`config.mk`:
```
export PLATFORM = sky130hd
export DESIGN_NAME = rcpu_mem_responder
export DESIGN_NICKNAME = d
export VERILOG_FILES = /design/src/rtl/rcpu_mem_pkg.sv /design/src/rtl/rcpu_mmio_regs.sv /design/src/rtl/rcpu_mem_responder.sv
export SDC_FILE = /design/constraint.sdc
export NUM_CORES = 1
export LEC_CHECK = 0
export CAP_MARGIN = 20
export CORE_MARGIN = 8
export CORE_UTILIZATION = 47
export DETAILED_ROUTE_END_ITERATION = 12
export PLACE_DENSITY = 0.87
export SLEW_MARGIN = 20
export SYNTH_ARGS = -nofsm -noshare
export SYNTH_HDL_FRONTEND = slang
export SYNTH_SLANG_ARGS = --single-unit
export TNS_END_PERCENT = 50
```
`constraint.sdc`:
```
create_clock -name clk -period 2.47 [get_ports clk]
set_input_delay 0.494 -clock clk [delete_from_list [all_inputs] [get_ports clk]]
set_output_delay 0.494 -clock clk [all_outputs]
set_load 0.02 [all_outputs]
```
`src/rtl/rcpu_mem_pkg.sv`:
```
// Shared types and constants for the RCPU memory responder:
// FSM encoding, I/O register offsets and address-region decode.
package rcpu_mem_pkg;

  typedef enum logic [1:0] {
    ST_IDLE   = 2'd0,
    ST_WAIT   = 2'd1,
    ST_ACCESS = 2'd2,
    ST_RESP   = 2'd3
  } memState_e;

  typedef enum logic [1:0] {
    RGN_RAM      = 2'd0,
    RGN_IO       = 2'd1,
    RGN_UNMAPPED = 2'd2
  } region_e;

  localparam int IO_OFFSET_W = 8;

  localparam logic [IO_OFFSET_W-1:0] IO_OUT = 8'd0;
  localparam logic [IO_OFFSET_W-1:0] IO_IN  = 8'd1;
  localparam logic [IO_OFFSET_W-1:0] IO_CNT = 8'd2;

endpackage

```
`src/rtl/rcpu_mmio_regs.sv`:
```
// Memory-mapped I/O registers: output latch, synchronised input pins and
// a free-running cycle counter that is cleared by any write to its offset.
module rcpu_mmio_regs
  import rcpu_mem_pkg::*;
#(
  parameter int DATA_W = 16
) (
  input  logic                   clk,
  input  logic                   rst,
  input  logic                   wr_en,
  input  logic [IO_OFFSET_W-1:0] offset,
  input  logic [DATA_W-1:0]      wdata,
  input  logic [DATA_W-1:0]      io_in,
  output logic [DATA_W-1:0]      io_out,
  output logic [DATA_W-1:0]      rd_data
);

  logic [DATA_W-1:0] ioOut_r;
  logic [DATA_W-1:0] sync1_r;
  logic [DATA_W-1:0] sync2_r;
  logic [DATA_W-1:0] cnt_r;

  // Register state; a counter clear wins over the same-cycle increment.
  always_ff @(posedge clk or negedge rst) begin
    if (!rst) begin
      ioOut_r <= {DATA_W{1'b0}};
      sync1_r <= {DATA_W{1'b0}};
      sync2_r <= {DATA_W{1'b0}};
      cnt_r   <= {DATA_W{1'b0}};
    end else begin
      sync1_r <= io_in;
      sync2_r <= sync1_r;
      if (wr_en && (offset == IO_CNT)) begin
        cnt_r <= {DATA_W{1'b0}};
      end else begin
        cnt_r <= cnt_r + DATA_W'(1);
      end
      if (wr_en && (offset == IO_OUT)) begin
        ioOut_r <= wdata;
      end else begin
        ioOut_r <= ioOut_r;
      end
    end
  end

  // Read mux; unassigned offsets read as zero.
  always_comb begin
    rd_data = {DATA_W{1'b0}};
    case (offset)
      IO_OUT:  rd_data = ioOut_r;
      IO_IN:   rd_data = sync2_r;
      IO_CNT:  rd_data = cnt_r;
      default: rd_data = {DATA_W{1'b0}};
    endcase
  end

  assign io_out = ioOut_r;

endmodule

```
`src/rtl/rcpu_mem_responder.sv`:
```
// Memory-side responder for the RCPU: latches a request, inserts wait states,
// decodes RAM / MMIO / unmapped and returns a one-cycle ready pulse.
module rcpu_mem_responder
  import rcpu_mem_pkg::*;
#(
  parameter int                DATA_W      = 16,
  parameter int                ADDR_W      = 16,
  parameter int                RAM_WORDS   = 4096,
  parameter logic [ADDR_W-1:0] IO_BASE     = 16'hFF00,
  parameter int                WAIT_STATES = 1
) (
  input  logic              clk,
  input  logic              rst,
  input  logic              req,
  input  logic              we,
  input  logic [ADDR_W-1:0] addr,
  input  logic [DATA_W-1:0] wdata,
  output logic [DATA_W-1:0] rdata,
  output logic              ready,
  output logic              err,
  output logic              ram_en,
  output logic              ram_we,
  output logic [ADDR_W-1:0] ram_addr,
  output logic [DATA_W-1:0] ram_wdata,
  input  logic [DATA_W-1:0] ram_rdata,
  input  logic [DATA_W-1:0] io_in,
  output logic [DATA_W-1:0] io_out
);

  localparam logic [3:0]      WAIT_INIT = 4'(WAIT_STATES);
  localparam logic [ADDR_W:0] RAM_LIMIT = (ADDR_W+1)'(RAM_WORDS);

  memState_e         curState_r;
  memState_e         nextState_s;
  region_e           region_s;
  logic              weLat_r;
  logic [ADDR_W-1:0] addrLat_r;
  logic [DATA_W-1:0] wdataLat_r;
  logic [3:0]        waitCnt_r;
  logic              ready_r;
  logic              err_r;
  logic              respRamRd_r;
  logic [DATA_W-1:0] rdataHold_r;
  logic              ioWrEn_s;
  logic [IO_OFFSET_W-1:0] ioOffset_s;
  logic [DATA_W-1:0] ioRdData_s;

  // FSM state register.
  always_ff @(posedge clk or negedge rst) begin
    if (!rst) begin
      curState_r <= ST_IDLE;
    end else begin
      curState_r <= nextState_s;
    end
  end

  // Next-state logic.
  always_comb begin
    nextState_s = curState_r;
    case (curState_r)
      ST_IDLE: begin
        if (req) begin
          nextState_s = (WAIT_INIT == 4'd0) ? ST_ACCESS : ST_WAIT;
        end else begin
          nextState_s = ST_IDLE;
        end
      end
      ST_WAIT: begin
        if (waitCnt_r <= 4'd1) begin
          nextState_s = ST_ACCESS;
        end else begin
          nextState_s = ST_WAIT;
        end
      end
      ST_ACCESS: nextState_s = ST_RESP;
      ST_RESP:   nextState_s = ST_IDLE;
      default:   nextState_s = ST_IDLE;
    endcase
  end

  // Request latch and wait-state counter; inputs are ignored once sampled.
  always_ff @(posedge clk or negedge rst) begin
    if (!rst) begin
      weLat_r    <= 1'b0;
      addrLat_r  <= {ADDR_W{1'b0}};
      wdataLat_r <= {DATA_W{1'b0}};
      waitCnt_r  <= 4'd0;
    end else if ((curState_r == ST_IDLE) && req) begin
      weLat_r    <= we;
      addrLat_r  <= addr;
      wdataLat_r <= wdata;
      waitCnt_r  <= WAIT_INIT;
    end else if (curState_r == ST_WAIT) begin
      waitCnt_r  <= waitCnt_r - 4'd1;
    end else begin
      waitCnt_r  <= waitCnt_r;
    end
  end

  // Region decode of the latched address.
  always_comb begin
    region_s = RGN_UNMAPPED;
    if ({1'b0, addrLat_r} < RAM_LIMIT) begin
      region_s = RGN_RAM;
    end else if (addrLat_r >= IO_BASE) begin
      region_s = RGN_IO;
    end else begin
      region_s = RGN_UNMAPPED;
    end
  end

  assign ioOffset_s = IO_OFFSET_W'(addrLat_r - IO_BASE);
  assign ioWrEn_s   = (curState_r == ST_ACCESS) && (region_s == RGN_IO) && weLat_r;

  rcpu_mmio_regs #(.DATA_W(DATA_W)) u_mmio (
    .clk     (clk),
    .rst     (rst),
    .wr_en   (ioWrEn_s),
    .offset  (ioOffset_s),
    .wdata   (wdataLat_r),
    .io_in   (io_in),
    .io_out  (io_out),
    .rd_data (ioRdData_s)
  );

  assign ram_en    = (curState_r == ST_ACCESS) && (region_s == RGN_RAM);
  assign ram_we    = ram_en && weLat_r;
  assign ram_addr  = addrLat_r;
  assign ram_wdata = wdataLat_r;

  // Response registers, loaded on the ACCESS->RESP edge and cleared otherwise.
  always_ff @(posedge clk or negedge rst) begin
    if (!rst) begin
      ready_r     <= 1'b0;
      err_r       <= 1'b0;
      respRamRd_r <= 1'b0;
      rdataHold_r <= {DATA_W{1'b0}};
    end else if (curState_r == ST_ACCESS) begin
      ready_r     <= 1'b1;
      err_r       <= (region_s == RGN_UNMAPPED);
      respRamRd_r <= (region_s == RGN_RAM) && !weLat_r;
      rdataHold_r <= ((region_s == RGN_IO) && !weLat_r) ? ioRdData_s : {DATA_W{1'b0}};
    end else begin
      ready_r     <= 1'b0;
      err_r       <= 1'b0;
      respRamRd_r <= 1'b0;
      rdataHold_r <= {DATA_W{1'b0}};
    end
  end

  // RAM read data is already registered by the RAM and only arrives in RESP,
  // so it is steered through by a registered select.
  assign rdata = respRamRd_r ? ram_rdata : rdataHold_r;
  assign ready = ready_r;
  assign err   = err_r;

endmodule

```
; Word level (Yosys, flattened, before mapping)
; Index checks and enable logic that the tools add are counted.
[word_totals]
reg_bits = 122
input_bits = 68
output_inout_bits = 68
[classes]
n_addsub = 3
magnitude_cmp = 3
eq_ne = 7
n_mux = 15
n_reduce_logical = 14
[ops]
columns = cell, count
row1 = 16-bit two-way mux, 4
row2 = 16-bit case mux with 3 select lines, 1
row3 = "16-bit by 1-bit adder with 16-bit output, second input constant", 1
row4 = "16-bit greater-or-equal comparator, second input constant", 1
row5 = "16-bit by 13-bit < comparator with 1-bit output, second input constant", 1
row6 = 1-bit logical AND, 9
row7 = "8-bit by 1-bit equality test with 1-bit output, second input constant", 1
row8 = "8-bit by 2-bit equality test with 1-bit output, second input constant", 1
row9 = 8-bit logical NOT, 1
row10 = 4-bit two-way mux, 2
row11 = 2-bit case mux with 4 select lines, 1
row12 = "8-bit by 1-bit subtractor with 8-bit output, second input constant", 1
row13 = "2-bit equality test, second input constant", 3
row14 = 2-bit two-way mux, 3
row15 = "2-bit by 1-bit equality test with 1-bit output, second input constant", 2
row16 = "4-bit by 1-bit less-or-equal comparator with 1-bit output, second input constant", 1
row17 = 2-bit logical NOT, 2
row18 = 1-bit two-way mux, 4
row19 = "4-bit by 1-bit subtractor with 4-bit output, second input constant", 1
row20 = 2-bit nonzero test, 1
row21 = 1-bit logical NOT, 1

; Longest topological paths before layout
[logic_depth]
ltp_word = 8
mapped_depth = 7

; Cells and area by module
; From an unflattened synthesis, not the netlist that was laid out.
[unflattened]
cells_unflattened = 452
area_unflattened_um2 = 5096.1
[by_module_without_submodules]
columns = module, n_inst, cells_per_inst, area_each_um2, seq_area_each_um2
row1 = rcpu_mmio_regs, 1, 214, 2637.5, 1601.5
row2 = rcpu_mem_responder, 1, 238, 2458.6, 1451.4

; Worst setup path before layout
; OpenSTA, ideal clock, no wires.
[synth_path]
path_kind = register to output
startpoint = register addrLat_r[14] (netlist: ram_addr[14])
endpoint = output port ram_we
t_arrival_ps = 1650
t_required_ps = 1976
slack_ps = 326
stages_incl_launch_ff = 4
n_path_buf = 0
path_cell_list = dfrtp_1 or4_4 nor2_1 and2_1
[synth_between]
elab_chain_len = 6
elab_cells_between_ends = 7
[synth_lines]
columns = item, line_no
row1 = "start, declared", rcpu_mem_responder.sv:37  ; logic [ADDR_W-1:0] addrLat_r;
row2 = "start signal, assigned", rcpu_mem_responder.sv:85  ; addrLat_r <= {ADDR_W{1'b0}};
row3 = "start signal, assigned", rcpu_mem_responder.sv:90  ; addrLat_r <= addr;
row4 = 16-bit greater-or-equal comparator, rcpu_mem_responder.sv:105  ; end else if (addrLat_r >= IO_BASE) begin
row5 = 2-bit two-way mux, rcpu_mem_responder.sv:105
row6 = 2-bit two-way mux *, rcpu_mem_responder.sv:103  ; if ({1'b0, addrLat_r} < RAM_LIMIT) begin
row7 = 2-bit logical NOT *, rcpu_mem_responder.sv:126  ; assign ram_en = (curState_r == ST_ACCESS) && (region_s == RGN_RAM);
row8 = 1-bit logical AND *, rcpu_mem_responder.sv:126
row9 = named net ram_en, rcpu_mem_responder.sv:21  ; output logic ram_en,
row10 = 1-bit logical AND *, rcpu_mem_responder.sv:127  ; assign ram_we = ram_en && weLat_r;
row11 = "end, declared", rcpu_mem_responder.sv:22  ; output logic ram_we,
; The timed path passes the listed nets; every way through them passes the cells marked *.

; Final worst setup path
[layout_path]
startpoint = register addrLat_r[14] (netlist: ram_addr[14])
endpoint = output port ram_we
[layout_between]
elab_chain_len = 6
elab_cells_between_ends = 7
[layout_lines]
columns = item, line_no
row1 = 16-bit greater-or-equal comparator, rcpu_mem_responder.sv:105
row2 = 2-bit two-way mux, rcpu_mem_responder.sv:105
row3 = 2-bit two-way mux *, rcpu_mem_responder.sv:103
row4 = 2-bit logical NOT *, rcpu_mem_responder.sv:126
row5 = 1-bit logical AND *, rcpu_mem_responder.sv:126
row6 = 1-bit logical AND *, rcpu_mem_responder.sv:127
; Mark *: on every way between the ends. The rest lies on a longest branch, timed or not.

==> results by group <==
Outcome
  – Status: finished, final reports clean

Final layout
  – Final nets: just over 600
  – Design area: between 6000 and 7000 um2
  – Area grow syn2layout: 46.6%
  – Layout cells sized above 1: between 10% and 20%

Critical path
  – CP Capture Type: output pin
  – Startpoint Class: register
  – Crit path max fanout: 4
  – Reg-to-reg endpoint: u_mmio.cnt_r[1]
  – Arr. time, crit path: 1930 ps
  – Crit path cell chain: or4_4 -> nor2_2 -> and2_1 -> buf_4
  – Reg2Reg Depth: 4
  – Kind of critical path: register to output pin
  – Req. time, crit path: roughly 2000 ps
  – Reg2reg start: ram_addr[5]
  – Flop2flop setup slack: between 400 and 500 ps
  – Worst path max stage delay: around 570 ps
  – Slowest cell on the critical path: or4_4

STA
  – Hold slack: ~350 ps
  – Relative slew slack: about three fifths
  – Clock skew: 5.61 ps
  – Fin. Hold Viols: 0
  – Worst-Margin Slew: approximately 580 ps
  – Post-layout min period: ~2400 ps
  – Final period utilization: between 90 and 100%
  – Final Max Tran Viols: 0
  – Final Setup Violations: 0
  – Fmax: just over 400 MHz

Route
  – Via count: 3674
  – Total Wirelength: 13.3 mm
  – Antenna-violating nets left: 0
  – WL/cell: between 15 and 20 um
  – Drt drc: 0
  – TritonRoute pass-1 iters: 5
  – Drt via density: about 5.3
  – Iteration-0 DRC Markers: about 280

Logic synthesis
  – Syn avg cell area: 11.8 um2
  – YS warnings: 0
  – Yosys top cell by area: dfrtp_1
  – Largest family of logic cells by synthesized area: simple AND/OR/NAND/NOR gates
  – Share of the synthesized area in the top cell type: ~64%
  – Most frequent cell after synthesis: dfrtp_1
  – Adder-Cell Fraction of Synth Area: less than 1%
  – Post-Syn Area: 4750 um2
  – Ys flop type: dfrtp_1
  – Simple-Gate Fraction of Synth Area: about 18%
  – Synthesized flop and latch total: around 120
  – Xor/xnor share of the synthesized area: under 10%
  – Post-synthesis sequential area ratio: between 60 and 70%
  – Synth Area in Compound Gates: between 4 and 5%
  – Yosys cell types: 35
  – Largest cells by area after synthesis: dfrtp_1 (64%), nand2_1 (8.4%), mux2_2 (7.6%), a222oi_1 (3.4%), nor2_1 (3.0%)
  – Multiplexer share of the synthesized area: 7.58%
  – Synth cell count leaders: dfrtp_1 (122), nand2_1 (107), nor2_1 (38)
  – Async S/R FF share, synth: 100%
  – Net Count, Synth: about 470
  – Cells after Synth: roughly 400
  – Post-synth EDFFs: 0

Floorplanning
  – # IOs: 136
  – DIE WIDTH: approximately 120 um
  – Cell Rows: 36
  – Initial core utilization: 48.4%
  – Die height: 117 um
  – Full die area: around 14000 um2
  – Core area: 9820 um2

Global route
  – Initial antenna violation count: 1
  – Vias in the first global route: 3955
  – Largest net degree at the start of global routing: 78
  – First-pass GRT wire length: around 21 mm
  – Final global-route overflow total: 0
  – All-Layer GR Usage: 20.4%

Clock tree
  – CTS tree: yes
  – Post-CTS setup buffer count: 0
  – Max clock buf depth: 2
  – Clk_lat worst skew: 530 ps
  – CTS Root Cell: clkbuf_8
  – CTS Buf Count: 17
  – H-tree level count: 4
  – Clk slew on worst S/H paths: about 60 ps
  – Sink Count: between 100 and 150

Placement
  – Port Buffer Count: ~140
  – Placer Congestion: between 0.8 and 0.9
  – DP Area: 6260 um2
  – Final HPWL DP: slightly below 9 mm

Hold path
  – Worst Hold End: u_mmio.sync2_r[2]
  – Cells on Worst Hold Path: 0
  – Hold Startpoint: u_mmio.sync1_r[2]
  – Worst min-delay path class: register to register

Flow run
  – Total of max-cap violations: 0

Power
  – Worst IR drop on VDD: about 0.00067 V
  – Lkg Pwr: between 3 and 4 nW
  – Pwr dens: about 1100 nW/um2
==> worst max path at each step <==
stage,depth (start not counted),end,from
final,4,ram_we,ram_addr[14]
after CTS,4,ram_we,ram_addr[14]
after detailed placement,4,ram_we,ram_addr[14]
after floorplan,3,ram_we,ram_addr[14]
after global placement,4,ram_we,ram_addr[14]
after global routing,4,ram_we,ram_addr[14]
==> flip-flops by register name, summed over array words and instances (netlist names), named ones only <==
| name | cells |
|---|---|
| waitCnt_r | 4 |
| u_mmio.cnt_r | 16 |
| u_mmio.io_out | 16 |
| ram_wdata | 16 |
| u_mmio.sync1_r | 16 |
| ram_addr | 16 |
| respRamRd_r | 1 |
| u_mmio.sync2_r | 16 |
| rdataHold_r | 16 |
| err | 1 |
| ready | 1 |
| curState_r | 1 |
| weLat_r | 1 |
==> repair_timing <==
| action | CTS | global route |
|---|---|---|
| gates resized for setup | 24 | 3 |
| pin swaps | 0 | 0 |
| hold buffers | 1 | 0 |
| setup endpoints to repair | 18 | 2 |
| hold endpoints to repair | 19 | 0 |
==> through the flow <==
step | utilization, % | total power, W | setup slack (ps) | TNS (ps) | std cells
detailed placement | 63.8 | 0.00469 | 143 | 0 | 664
floorplan | - | 0.00367 | 326 | 0 | 403
global route | 71.0 | 0.00799 | -28.2 | -28.2 | 698
CTS | 71.0 | 0.00772 | 39.4 | 0 | 697
finish | 71.0 | 0.00769 | 47.9 | 0 | 698
global placement | 63.8 | 0.00459 | 169 | 0 | 664
==> cell usage in the layout (no fill, tap or decap), drive strengths merged <==
master and count:
ha 3, dlygate4sd3 1, and2 4, nand4 7
xor2 3, a222oi 16, mux2 32, dlygate4sd2 16
and2b 1, o22ai 1, o41ai 1, diode 1
buf 12, inv 5, clkinv 3, and4 2
bufinv 8, nand3 6, nor3 6, nor4 4
or4 4, a2111oi 1, clkdlybuf4s50 116, clkbuf 21
nor4b 3, nand2 107, o31ai 2, nor2 38
o21ai 2, and3 1, nand2b 2, dfrtp 122
xnor2 10, a21oi 3, nand3b 1
==> final cells by class <==
type,count,area [um2]
fill,681,2850
clock buffer,21,459
multi-input combinational,260,1600
clock inverter,11,263
antenna,1,2.50
tap,133,166
sequential,122,3050
timing repair buffer,145,1410
inverter,5,18.8
==> logic make-up (layout without fill, tap and decap cells) <==
logic type                 after synthesis  after routing
buffers and inverters                   21            182
other                                    0              1
AOI/OAI and AO/OA                       26             26
muxes                                   32             32
DFF                                    122            122
adders and majority gates                3              3
and+or+nand+nor                        186            186
xor gates and xnor gates                13             13
==> worst max-delay path, delay by kind of cell (launching register included) <==
| family | cells | cell delay, ps |
|---|---|---|
| buf+inv | 1 | 140 |
| flops | 1 | 410 |
| simple gates | 3 | 850 |
==> routing by layer <==
| layer | global-route usage (%) | share of wire, % |
|---|---|---|
| met1 | 22.2 | 38 |
| met2 | 35.0 | 52 |
| met3 | 6.15 | 6.2 |
| met4 | 11.0 | 3.2 |
| met5 | 0 | 0 |
==> where the power goes <==
part | total (W) | switching, W | internal (W)
combinational | 0.00202 | 0.00113 | 0.000891
clock | 0.00300 | 0.000867 | 0.00213
sequential | 0.00268 | 0.000334 | 0.00234
Power figures use the tool's default switching activity.
